## config.mk

```make
export PLATFORM = sky130hd
export DESIGN_NAME = mem_noc_interface_flat
export DESIGN_NICKNAME = d
export VERILOG_FILES = /design/src/rtl/mem_noc_interface_if.sv /design/src/rtl/mem_noc_interface.sv /design/src/flat_wrapper.sv
export SDC_FILE = /design/constraint.sdc
export NUM_CORES = 1
export LEC_CHECK = 0
export ABC_AREA = 1
export CORE_AREA = 2 2 281 144
export DETAILED_ROUTE_END_ITERATION = 12
export DIE_AREA = 0 0 283 146
export DONT_BUFFER_PORTS = 1
export GPL_TIMING_DRIVEN = 0
export PLACE_DENSITY_LB_ADDON = 0.3
export SLEW_MARGIN = 20
export SYNTH_ARGS = -nofsm -noshare
export SYNTH_HDL_FRONTEND = slang
export SYNTH_SLANG_ARGS = --single-unit
```

## constraint.sdc

```tcl
create_clock -name clk -period 2.8 [get_ports clk]
set_input_delay 0.56 -clock clk [delete_from_list [all_inputs] [get_ports clk]]
set_output_delay 0.56 -clock clk [all_outputs]
set_load 0.03 [all_outputs]
```

## src/rtl/mem_noc_interface_if.sv

```systemverilog
// NoC/memory bus bundle for mem_noc_interface.
// slave = network interface side, master = router/memory side.
interface mem_noc_interface_if;
  logic [32:0] pkt_in_data;
  logic        pkt_in_valid;
  logic        pkt_in_ready;
  logic [32:0] pkt_out_data;
  logic        pkt_out_valid;
  logic        pkt_out_ready;
  logic        mem_req_valid;
  logic        mem_req_ready;
  logic        mem_req_write;
  logic [1:0]  mem_req_t;
  logic [5:0]  mem_req_x;
  logic [5:0]  mem_req_y;
  logic [31:0] mem_req_wdata;
  logic        mem_rsp_valid;
  logic        mem_rsp_ready;
  logic [31:0] mem_rsp_data;
  logic        err_drop;

  modport slave (
    input  pkt_in_data, pkt_in_valid,
    output pkt_in_ready,
    output pkt_out_data, pkt_out_valid,
    input  pkt_out_ready,
    output mem_req_valid,
    input  mem_req_ready,
    output mem_req_write, mem_req_t,
    output mem_req_x, mem_req_y,
    output mem_req_wdata,
    input  mem_rsp_valid,
    output mem_rsp_ready,
    input  mem_rsp_data,
    output err_drop
  );

  modport master (
    output pkt_in_data, pkt_in_valid,
    input  pkt_in_ready,
    input  pkt_out_data, pkt_out_valid,
    output pkt_out_ready,
    input  mem_req_valid,
    output mem_req_ready,
    input  mem_req_write, mem_req_t,
    input  mem_req_x, mem_req_y,
    input  mem_req_wdata,
    output mem_rsp_valid,
    input  mem_rsp_ready,
    output mem_rsp_data,
    input  err_drop
  );
endinterface

```

## src/rtl/mem_noc_interface.sv

```systemverilog
// NoC network interface for the memory block: ingress flit FIFO,
// header decode into memory commands, 2-flit read responses.
module mem_noc_interface #(
  parameter logic [3:0] NODE_ADDR  = 4'd5,
  parameter int         FIFO_DEPTH = 4
) (
  input logic             clk,
  input logic             rst_n,
  mem_noc_interface_if.slave bus
);

  localparam int AW = $clog2(FIFO_DEPTH);
  localparam logic [AW:0] FULL_CNT = (AW+1)'(FIFO_DEPTH);

  typedef enum logic [2:0] {
    HDR,
    WAIT_DATA,
    ISSUE,
    WAIT_RSP,
    SEND_HDR,
    SEND_DATA
  } state_e;

  logic [32:0]   fifo_q [FIFO_DEPTH];
  logic [AW-1:0] wr_ptr_q;
  logic [AW-1:0] rd_ptr_q;
  logic [AW:0]   cnt_q;
  logic          full;
  logic          empty;
  logic          push;
  logic          pop;
  logic [32:0]   head;

  state_e        state_q;
  logic          skip_q;
  logic          err_q;
  logic          wr_q;
  logic [1:0]    t_q;
  logic [5:0]    x_q;
  logic [5:0]    y_q;
  logic [3:0]    src_q;
  logic [31:0]   wdata_q;
  logic [31:0]   rdata_q;
  logic          req_valid_q;
  logic          rsp_ready_q;
  logic          out_valid_q;
  logic [32:0]   out_data_q;

  logic          is_data;
  logic          is_mine;
  logic          is_foreign;

  assign full  = (cnt_q == FULL_CNT);
  assign empty = (cnt_q == '0);
  assign push  = bus.pkt_in_valid && !full;
  assign head  = fifo_q[rd_ptr_q];

  assign is_data    = head[32];
  assign is_mine    = !head[32] && (head[31:28] == NODE_ADDR);
  assign is_foreign = !head[32] && (head[31:28] != NODE_ADDR);

  assign bus.pkt_in_ready  = !full;
  assign bus.pkt_out_data  = out_data_q;
  assign bus.pkt_out_valid = out_valid_q;
  assign bus.mem_req_valid = req_valid_q;
  assign bus.mem_req_write = wr_q;
  assign bus.mem_req_t     = t_q;
  assign bus.mem_req_x     = x_q;
  assign bus.mem_req_y     = y_q;
  assign bus.mem_req_wdata = wdata_q;
  assign bus.mem_rsp_ready = rsp_ready_q;
  assign bus.err_drop      = err_q;

  // Head is consumed in HDR always, in WAIT_DATA only for a data flit.
  always_comb begin
    pop = 1'b0;
    if (!empty) begin
      unique case (state_q)
        HDR:       pop = 1'b1;
        WAIT_DATA: pop = head[32];
        default:   pop = 1'b0;
      endcase
    end
  end

  // Ingress FIFO storage and pointers; no bypass path.
  always_ff @(posedge clk or negedge rst_n) begin
    if (!rst_n) begin
      for (int i = 0; i < FIFO_DEPTH; i++) begin
        fifo_q[i] <= '0;
      end
      wr_ptr_q <= '0;
      rd_ptr_q <= '0;
      cnt_q    <= '0;
    end else begin
      if (push) begin
        fifo_q[wr_ptr_q] <= bus.pkt_in_data;
        wr_ptr_q         <= wr_ptr_q + 1'b1;
      end
      if (pop) begin
        rd_ptr_q <= rd_ptr_q + 1'b1;
      end
      unique case ({push, pop})
        2'b10:   cnt_q <= cnt_q + 1'b1;
        2'b01:   cnt_q <= cnt_q - 1'b1;
        default: cnt_q <= cnt_q;
      endcase
    end
  end

  // Packet FSM with registered command/response outputs.
  always_ff @(posedge clk or negedge rst_n) begin
    if (!rst_n) begin
      state_q     <= HDR;
      skip_q      <= 1'b0;
      err_q       <= 1'b0;
      wr_q        <= 1'b0;
      t_q         <= '0;
      x_q         <= '0;
      y_q         <= '0;
      src_q       <= '0;
      wdata_q     <= '0;
      rdata_q     <= '0;
      req_valid_q <= 1'b0;
      rsp_ready_q <= 1'b0;
      out_valid_q <= 1'b0;
      out_data_q  <= '0;
    end else begin
      err_q <= 1'b0;
      unique case (state_q)
        HDR: begin
          if (!empty) begin
            unique case (1'b1)
              is_data: begin
                if (skip_q) skip_q <= 1'b0;
                else        err_q  <= 1'b1;
              end
              is_foreign: begin
                err_q  <= 1'b1;
                skip_q <= head[23];
              end
              is_mine: begin
                skip_q <= 1'b0;
                wr_q   <= head[23];
                src_q  <= head[27:24];
                t_q    <= head[22:21];
                x_q    <= head[20:15];
                y_q    <= head[14:9];
                if (head[23]) begin
                  state_q <= WAIT_DATA;
                end else begin
                  wdata_q     <= '0;
                  req_valid_q <= 1'b1;
                  state_q     <= ISSUE;
                end
              end
              default: state_q <= HDR;
            endcase
          end
        end
        WAIT_DATA: begin
          if (!empty) begin
            if (head[32]) begin
              wdata_q     <= head[31:0];
              req_valid_q <= 1'b1;
              state_q     <= ISSUE;
            end else begin
              err_q   <= 1'b1;
              state_q <= HDR;
            end
          end
        end
        ISSUE: begin
          if (bus.mem_req_ready) begin
            req_valid_q <= 1'b0;
            if (wr_q) begin
              state_q <= HDR;
            end else begin
              rsp_ready_q <= 1'b1;
              state_q     <= WAIT_RSP;
            end
          end
        end
        WAIT_RSP: begin
          if (bus.mem_rsp_valid) begin
            rsp_ready_q <= 1'b0;
            rdata_q     <= bus.mem_rsp_data;
            out_valid_q <= 1'b1;
            out_data_q  <= {1'b0, src_q, NODE_ADDR, 1'b0,
                            t_q, x_q, y_q, 9'd0};
            state_q     <= SEND_HDR;
          end
        end
        SEND_HDR: begin
          if (bus.pkt_out_ready) begin
            out_data_q <= {1'b1, rdata_q};
            state_q    <= SEND_DATA;
          end
        end
        SEND_DATA: begin
          if (bus.pkt_out_ready) begin
            out_valid_q <= 1'b0;
            out_data_q  <= '0;
            state_q     <= HDR;
          end
        end
        default: state_q <= HDR;
      endcase
    end
  end

endmodule
```

## src/flat_wrapper.sv

```systemverilog
// flat-port wrapper written by rule: the top's interface ports become plain ports
module mem_noc_interface_flat 
#(
  parameter logic [3:0] NODE_ADDR  = 4'd5,
  parameter int         FIFO_DEPTH = 4
)
  (clk, rst_n, bus_pkt_in_data, bus_pkt_in_valid, bus_pkt_in_ready, bus_pkt_out_data, bus_pkt_out_valid, bus_pkt_out_ready, bus_mem_req_valid, bus_mem_req_ready, bus_mem_req_write, bus_mem_req_t, bus_mem_req_x, bus_mem_req_y, bus_mem_req_wdata, bus_mem_rsp_valid, bus_mem_rsp_ready, bus_mem_rsp_data, bus_err_drop);
  mem_noc_interface_if bus_i ();
  input logic clk;
  input logic rst_n;
  input wire logic [$bits(bus_i.pkt_in_data)-1:0] bus_pkt_in_data;
  input wire logic [$bits(bus_i.pkt_in_valid)-1:0] bus_pkt_in_valid;
  output wire logic [$bits(bus_i.pkt_in_ready)-1:0] bus_pkt_in_ready;
  output wire logic [$bits(bus_i.pkt_out_data)-1:0] bus_pkt_out_data;
  output wire logic [$bits(bus_i.pkt_out_valid)-1:0] bus_pkt_out_valid;
  input wire logic [$bits(bus_i.pkt_out_ready)-1:0] bus_pkt_out_ready;
  output wire logic [$bits(bus_i.mem_req_valid)-1:0] bus_mem_req_valid;
  input wire logic [$bits(bus_i.mem_req_ready)-1:0] bus_mem_req_ready;
  output wire logic [$bits(bus_i.mem_req_write)-1:0] bus_mem_req_write;
  output wire logic [$bits(bus_i.mem_req_t)-1:0] bus_mem_req_t;
  output wire logic [$bits(bus_i.mem_req_x)-1:0] bus_mem_req_x;
  output wire logic [$bits(bus_i.mem_req_y)-1:0] bus_mem_req_y;
  output wire logic [$bits(bus_i.mem_req_wdata)-1:0] bus_mem_req_wdata;
  input wire logic [$bits(bus_i.mem_rsp_valid)-1:0] bus_mem_rsp_valid;
  output wire logic [$bits(bus_i.mem_rsp_ready)-1:0] bus_mem_rsp_ready;
  input wire logic [$bits(bus_i.mem_rsp_data)-1:0] bus_mem_rsp_data;
  output wire logic [$bits(bus_i.err_drop)-1:0] bus_err_drop;
  assign bus_i.pkt_in_data = bus_pkt_in_data;
  assign bus_i.pkt_in_valid = bus_pkt_in_valid;
  assign bus_pkt_in_ready = bus_i.pkt_in_ready;
  assign bus_pkt_out_data = bus_i.pkt_out_data;
  assign bus_pkt_out_valid = bus_i.pkt_out_valid;
  assign bus_i.pkt_out_ready = bus_pkt_out_ready;
  assign bus_mem_req_valid = bus_i.mem_req_valid;
  assign bus_i.mem_req_ready = bus_mem_req_ready;
  assign bus_mem_req_write = bus_i.mem_req_write;
  assign bus_mem_req_t = bus_i.mem_req_t;
  assign bus_mem_req_x = bus_i.mem_req_x;
  assign bus_mem_req_y = bus_i.mem_req_y;
  assign bus_mem_req_wdata = bus_i.mem_req_wdata;
  assign bus_i.mem_rsp_valid = bus_mem_rsp_valid;
  assign bus_mem_rsp_ready = bus_i.mem_rsp_ready;
  assign bus_i.mem_rsp_data = bus_mem_rsp_data;
  assign bus_err_drop = bus_i.err_drop;
  mem_noc_interface #(.NODE_ADDR(NODE_ADDR), .FIFO_DEPTH(FIFO_DEPTH)) u_core (.clk(clk), .rst_n(rst_n), .bus(bus_i));
endmodule
```

==> results.py, run 1 <==
metrics = {
    "yosys": {
        "synthArstFlopShare_pct": 100.0,
        "yosys.area.top_type": "dfrtp_1",
        "yosysMostFrequentCell": "nand2_1",
        "netlist_top_cells_count": "nand2_1, dfrtp_1, mux2_2",
        "syn_area_um2": 11560,
        "yosys-top-cells-area": "dfrtp_1, nand2_1, mux2_2, nand3_1, o21ai_0",
        "synth_edf_count": 0,
        "synth.distinct_cells": 33,
        "synth-seq-cells": 263,
        "avgSynthCellArea_um2": 9.487,
        "synth_fp_nets": 1296,
        "synth_top_area_share_pct": 56.91,
        "synth_flop_cell": "dfrtp_1",
        "ys_seq_area_share_pct": 56.91,
        "synth_warnings": 0,
        "synth_cells": 1219,
    },
    "layout": {
        "drive_gt1_share_pct": 14.58,
        "fin_nets": 1326,
        "area_delta_synth_final_pct": 13.16,
        "utilization_pct": 33.90,
    },
    "placed_design": {
        "gp_congestion": 0.8098,
        "port_buffers": 0,
        "hpwl_um": 23090,
    },
    "timing": {
        "worstMarginPinSlew_ns": 0.7923,
        "drv_slew": 0,
        "slew_headroom_pct": 47.18,
        "finalSetupViolCount": 0,
        "finalCriticalPeriod_ns": 2.621,
        "fmax_mhz": 381.6,
        "timing.final.crit_share_pct": 93.59,
        "fin_skew_ns": 0.02144,
        "hold_viol": 263,
        "whs_ns": -0.2809,
    },
    "clocking": {
        "tritoncts": "built",
        "clkLatencyLatePin_ns": 0.56,
        "clk_path_buf_depth": 3,
        "cts_made_buffers": 27,
        "path_clk_slew_ns": 0.06,
        "htree_levels": 1,
        "cts_sinks": 263,
        "cts_root_buf": "clkbuf_16",
    },
    "pwr": {
        "seqPwrFrac_pct": 43.8,
        "comb_power_share_pct": 33.9,
        "clkPwrFrac_pct": 22.3,
        "p_int_mw": 9.371,
        "p_leak_nw": 6.120,
        "p_sw_mw": 6.450,
        "ir_drop_mv": 0.5698,
        "p_per_area_nw_per_um2": 1209,
        "switching_share_pct": 40.77,
    },
    "status": {
        "status": "finished, violations left",
        "violations": "hold timing",
    },
    "critical_path": {
        "worstSetupEndpointType": "flop",
        "startpoint": "u_core.rd_ptr_q[1]",
        "cp_max_fo": 10,
        "cp_data_required_time_ns": 3.24,
        "rrSetupSlack_ns": 0.18,
        "arrival_ns": 3.06,
        "r2r_end": "u_core.cnt_q[2]",
        "critPathKind": "flop to flop",
        "rr_worst_depth": 14,
        "r2r_start": "u_core.rd_ptr_q[1]",
        "start_kind": "flop",
        "cp-endpoint": "u_core.cnt_q[2]",
    },
    "detailed_routing": {
        "routed_via_density": 4.612,
        "drt_drc_violations_left": 0,
        "dr.pass1.iters": 5,
        "wire_per_inst_um": 18.23,
        "drt-total-wl_um": 32810,
        "first_iter_violations": 578,
        "vias": 8302,
        "ant_nets": 0,
    },
    "floorplanning": {
        "ioPinCount": 156,
        "die_w_um": 283,
        "rows": 51,
        "die_y_um": 146,
        "die_area_um2": 41320,
        "coreArea_um2": 38610,
        "start_util_pct": 29.96,
    },
    "grt": {
        "grt_max_degree": 264,
        "first_global_vias": 8509,
        "antenna_found_initial": 1,
        "grt_pass1_wl_um": 51320,
        "grt_usage_pct": 15.93,
        "grt.overflow.total": 0,
    },
    "min_path": {
        "hold_path_class": "input pin to asynchronous set/reset pin",
    },
    "flow_run": {
        "drv_cap": 0,
    },
}
## worst min-delay path by stage
stage | from | cells after the start | end
2_1_floorplan | rst_n | 0 | u_core.bus.err_drop
3_3_place_gp | rst_n | 0 | u_core.bus.mem_req_wdata[0]
3_5_place_dp | rst_n | 0 | u_core.bus.mem_req_wdata[0]
4_1_cts | rst_n | 0 | u_core.bus.mem_req_wdata[0]
5_1_grt | rst_n | 0 | u_core.fifo_q[39]
6_report | rst_n | 0 | u_core.fifo_q[6]
## logic make-up (layout without fill, tap and decap cells)
group	count (synthesis)	in the layout	share of synthesized area, %
buf+inv	158	208	5.680
other cells	0	1	0
mux	96	96	9.348
simple gates	531	531	19.36
flops	263	263	56.91
compound gates	161	161	7.692
fa+ha+maj	6	6	0.7141
xor+xnor	4	4	0.3030
## what timing repair did
action                     in CTS  in global routing
setup endpoints to repair       0                  1
resized for setup               0                  1
setup buffers                   0                  1
hold endpoints to repair      263                263
## per-stage QoR
| step | setup WS, ns | TNS (ns) | cell area (µm²) | total power, mW | cells |
|---|---|---|---|---|---|
| 6_report | 0.1794 | 0 | 13090 | 15.82 | 1800 |
| 5_1_grt | -0.001061 | -0.001061 | 13090 | 16.95 | 1800 |
| 4_1_cts | 0.1183 | 0 | 13070 | 15.94 | 1798 |
| 3_5_place_dp | 0.1311 | 0 | 12230 | 12.34 | 1749 |
| 3_3_place_gp | 0.1554 | 0 | 12230 | 12.23 | 1749 |
| 2_1_floorplan | 0.5438 | 0 | 11560 | 10.72 | 1219 |
## flip-flops by register name (all words and copies together), names as in the netlist, 3 cells and up
name,cells
u_core.fifo_q,132
u_core.bus.mem_req_y,6
u_core.bus.mem_req_x,6
u_core.src_q,4
u_core.rdata_q,32
u_core.state_q,3
u_core.bus.mem_req_wdata,32
u_core.bus.pkt_out_data,33
u_core.cnt_q,3
## power by group through the flow
| stage | sequential [mW] | clock [mW] | combinational [mW] |
|---|---|---|---|
| after floorplan | 6.68 | 0 | 4.04 |
| after global placement | 6.97 | 0 | 5.25 |
| after detailed placement | 7.01 | 0 | 5.34 |
| after CTS | 6.95 | 3.63 | 5.36 |
| after global routing | 7.12 | 3.79 | 6.04 |
| final | 6.93 | 3.52 | 5.37 |
## placed cells by master, fill, tap and decap left out, types with 26 or more instances in the layout
master	instances
a21oi_1	41
buf_2	26
clkbuf_1	41
clkbuf_16	27
dfrtp_1	263
inv_1	79
mux2_2	96
nand2_1	360
nand3_1	85
nand4_1	33
nor2_1	43
o211ai_1	29
o21ai_0	75
## layout make-up
class | instances | area [µm²]
fill | 4008 | 25520
sequential | 263 | 6581
multi-input combinational | 798 | 4327
clock buffer | 39 | 760.7
tap | 530 | 663.1
buffer | 73 | 340.3
inverter | 85 | 319.1
clock inverter | 10 | 85.08
timing repair buffer | 1 | 7.507
antenna | 1 | 2.502
## routing by layer
layer / track usage, % / vias up / wire (µm)
met4: 3.936 / 0 / 783
met3: 3.354 / 48 / 1744
met5: 0 / - / 0
met1: 20.91 / 4004 / 14670
met2: 26.88 / 173 / 15610
li1: - / 4077 / -
## critical path, stage by stage, from the launching register on
cell and delay [ns]:
dfrtp_1 0.33, clkbuf_4 0.19, inv_2 0.09, buf_4 0.19
nand3_1 0.10, nand2_2 0.14, nand2_1 0.14, o211ai_1 0.15
inv_1 0.12, ha_1 0.14, inv_1 0.07, fa_1 0.43
a21oi_1 0.14, o21ai_0 0.11, xor2_1 0.15
Power figures use the tool's default switching activity.
==> inputs of run 2 (changes only) <==
--- a/config.mk
+++ b/config.mk
@@ -6,13 +6,13 @@
 export NUM_CORES = 1
 export LEC_CHECK = 0
 export ABC_AREA = 1
-export CORE_AREA = 2 2 281 144
+export CORE_AREA = 2 2 230 176
 export DETAILED_ROUTE_END_ITERATION = 12
-export DIE_AREA = 0 0 283 146
+export DIE_AREA = 0 0 232 178
 export DONT_BUFFER_PORTS = 1
 export GPL_TIMING_DRIVEN = 0
 export PLACE_DENSITY_LB_ADDON = 0.3
-export SLEW_MARGIN = 20
+export SLEW_MARGIN = 0
 export SYNTH_ARGS = -nofsm -noshare
 export SYNTH_HDL_FRONTEND = slang
 export SYNTH_SLANG_ARGS = --single-unit
==> run 2 against run 1 <==
The flow still finishes with violations (hold timing). Core utilization about the same. Clock power rose by 12%. Die area about the same. Cell count is 0.22% lower. First-iteration DRC count up 20%. Setup slack improved by 0.0091 ns. Critical path type unchanged.
==> results.py, run 2 (same netlist as run 1, synthesis figures left out) <==
metrics = {
    "detailed_routing": {
        "dr_wl_met2_um": 14500,
        "wire_per_inst_um": 18.48,
        "first_iter_violations": 694,
        "top_layer": "met4",
        "drt_drc_violations_left": 0,
        "wl_met1_um": 15500,
        "dr.pass1.iters": 7,
        "routed_via_density": 4.855,
        "wl_met3_um": 2610,
        "drt-total-wl_um": 33180,
        "vias": 8720,
        "ant_nets": 0,
    },
    "layout": {
        "final_cell_mix": "nand2_1, dfrtp_1, mux2_2",
        "drive_gt1_share_pct": 15.20,
        "final_common_cell": "nand2_1",
        "fin_nets": 1329,
        "fillers": 3979,
        "largest_reg_flops": 132,
        "utilization_pct": 33.91,
        "max_flop_register": "u_core.fifo_q",
        "n_antenna_cell": 0,
        "area_delta_synth_final_pct": 14.40,
    },
    "timing": {
        "worstMarginPinSlew_ns": 0.7068,
        "finalCriticalPeriod_ns": 2.612,
        "timing.final.crit_share_pct": 93.27,
        "fmax_mhz": 382.9,
        "layout_setup_ws_ns": 0.1885,
        "finalSetupViolCount": 0,
        "rsz0062_at_grt": "no",
        "fin_skew_ns": 0.01083,
        "slew_headroom_pct": 52.71,
        "tns_ns": 0,
        "whs_ns": -0.3113,
        "drv_slew": 0,
        "hold_viol": 263,
    },
    "clocking": {
        "clk_path_buf_depth": 3,
        "cts_sinks": 263,
        "cts_root_buf": "clkbuf_16",
        "cts_made_buffers": 30,
        "clkLatencyLatePin_ns": 0.57,
        "htree_levels": 1,
        "tritoncts": "built",
        "path_clk_slew_ns": 0.06,
    },
    "critical_path": {
        "start_kind": "flop",
        "cp_max_fo": 10,
        "arrival_ns": 3.06,
        "worstSetupEndpointType": "flop",
        "critPathKind": "flop to flop",
        "startpoint": "u_core.rd_ptr_q[1]",
        "r2r_start": "u_core.rd_ptr_q[1]",
        "cp_data_required_time_ns": 3.25,
    },
    "pwr": {
        "p_per_area_nw_per_um2": 1232,
        "p_sw_mw": 6.579,
        "seqPwrFrac_pct": 42.6,
        "p_int_mw": 9.726,
        "clkPwrFrac_pct": 24.3,
        "switching_share_pct": 40.35,
        "p_total_mw": 16.30,
        "comb_power_share_pct": 33.2,
        "p_leak_nw": 6.192,
        "ir_drop_mv": 0.6123,
    },
    "floorplanning": {
        "die_y_um": 178,
        "die_w_um": 232,
        "rows": 63,
        "coreArea_um2": 39020,
        "ioPinCount": 156,
        "die_area_um2": 41300,
        "start_util_pct": 29.64,
    },
    "grt": {
        "antenna_found_initial": 0,
        "grt_pass1_wl_um": 51740,
        "grt.overflow.total": 0,
        "first_global_vias": 8561,
        "grt_usage_pct": 16.19,
        "grt_max_degree": 264,
    },
    "placed_design": {
        "gp_congestion": 0.7943,
        "hpwl_um": 23880,
        "pre_cts_ws_ns": 0.09991,
        "port_buffers": 0,
    },
    "status": {
        "status": "finished, violations left",
        "violations": "hold timing",
    },
    "min_path": {
        "hold_path_class": "input pin to asynchronous set/reset pin",
    },
    "flow_run": {
        "drv_cap": 0,
    },
}
-- run 2: through the flow --
| stage | area (µm²) | instances |
|---|---|---|
| floorplan | 11560 | 1219 |
| global placement | 12220 | 1739 |
| detailed placement | 12220 | 1739 |
| CTS | 13220 | 1795 |
| global route | 13230 | 1796 |
| finish | 13230 | 1796 |
-- run 2: final timing paths --
kind,endpoint,slack [ns],cells past startpoint
worst min-delay path,u_core.bus.mem_req_wdata[4],-0.31,0
worst max register to register,u_core.cnt_q[2],0.19,14
worst min register to register,u_core.cnt_q[0],0.48,1
max in group asynchronous,u_core.fifo_q[122],2.56,0
min in group clk,u_core.rdata_q[1],0.10,2
worst max-delay path,u_core.cnt_q[2],0.19,14
-- run 2: final cells by class --
cell class	count	area (µm²)	share of cell area [%]
Buffer	73	340.3	2.572
Clock buffer	43	859.6	6.497
Clock inverter	13	142.6	1.078
Inverter	85	319.1	2.412
Multi-Input combinational cell	798	4329	32.72
Sequential cell	263	6581	49.74
Tap cell	520	650.6	4.918
Timing Repair Buffer	1	7.507	0.05674
-- run 2: repair_timing --
action / 4_1_cts / 5_1_grt
gates resized for setup: 0 / 2
buffers inserted: 0 / 1
setup endpoints to repair: 0 / 1
hold endpoints to repair: 263 / 263
-- run 2: power by group through the flow --
stage	clock network, mW	registers [mW]	logic [mW]
after floorplan	0	6.68	4.04
after global routing	4.23	7.15	6.11
after global placement	0	6.98	5.27
final	3.96	6.94	5.41
after detailed placement	0	7.01	5.38
after CTS	4.08	6.96	5.40
-- run 2: metal layers --
layer  vias up  GRT usage, %
li1       4097             -
met1      4363         23.28
met2       219         24.18
met3        41         4.747
met4         0         3.178
met5         -             0
-- run 2: critical path, cell delays in order, from the launching register on --
cell      delay, ns
dfrtp_1        0.32
clkbuf_4       0.19
inv_2          0.10
buf_4          0.19
nand3_1        0.10
nand2_2        0.13
nand2_2        0.11
o211ai_1       0.14
inv_1          0.16
ha_1           0.15
inv_1          0.07
fa_1           0.44
a21oi_1        0.14
o21ai_0        0.10
xor2_1         0.15
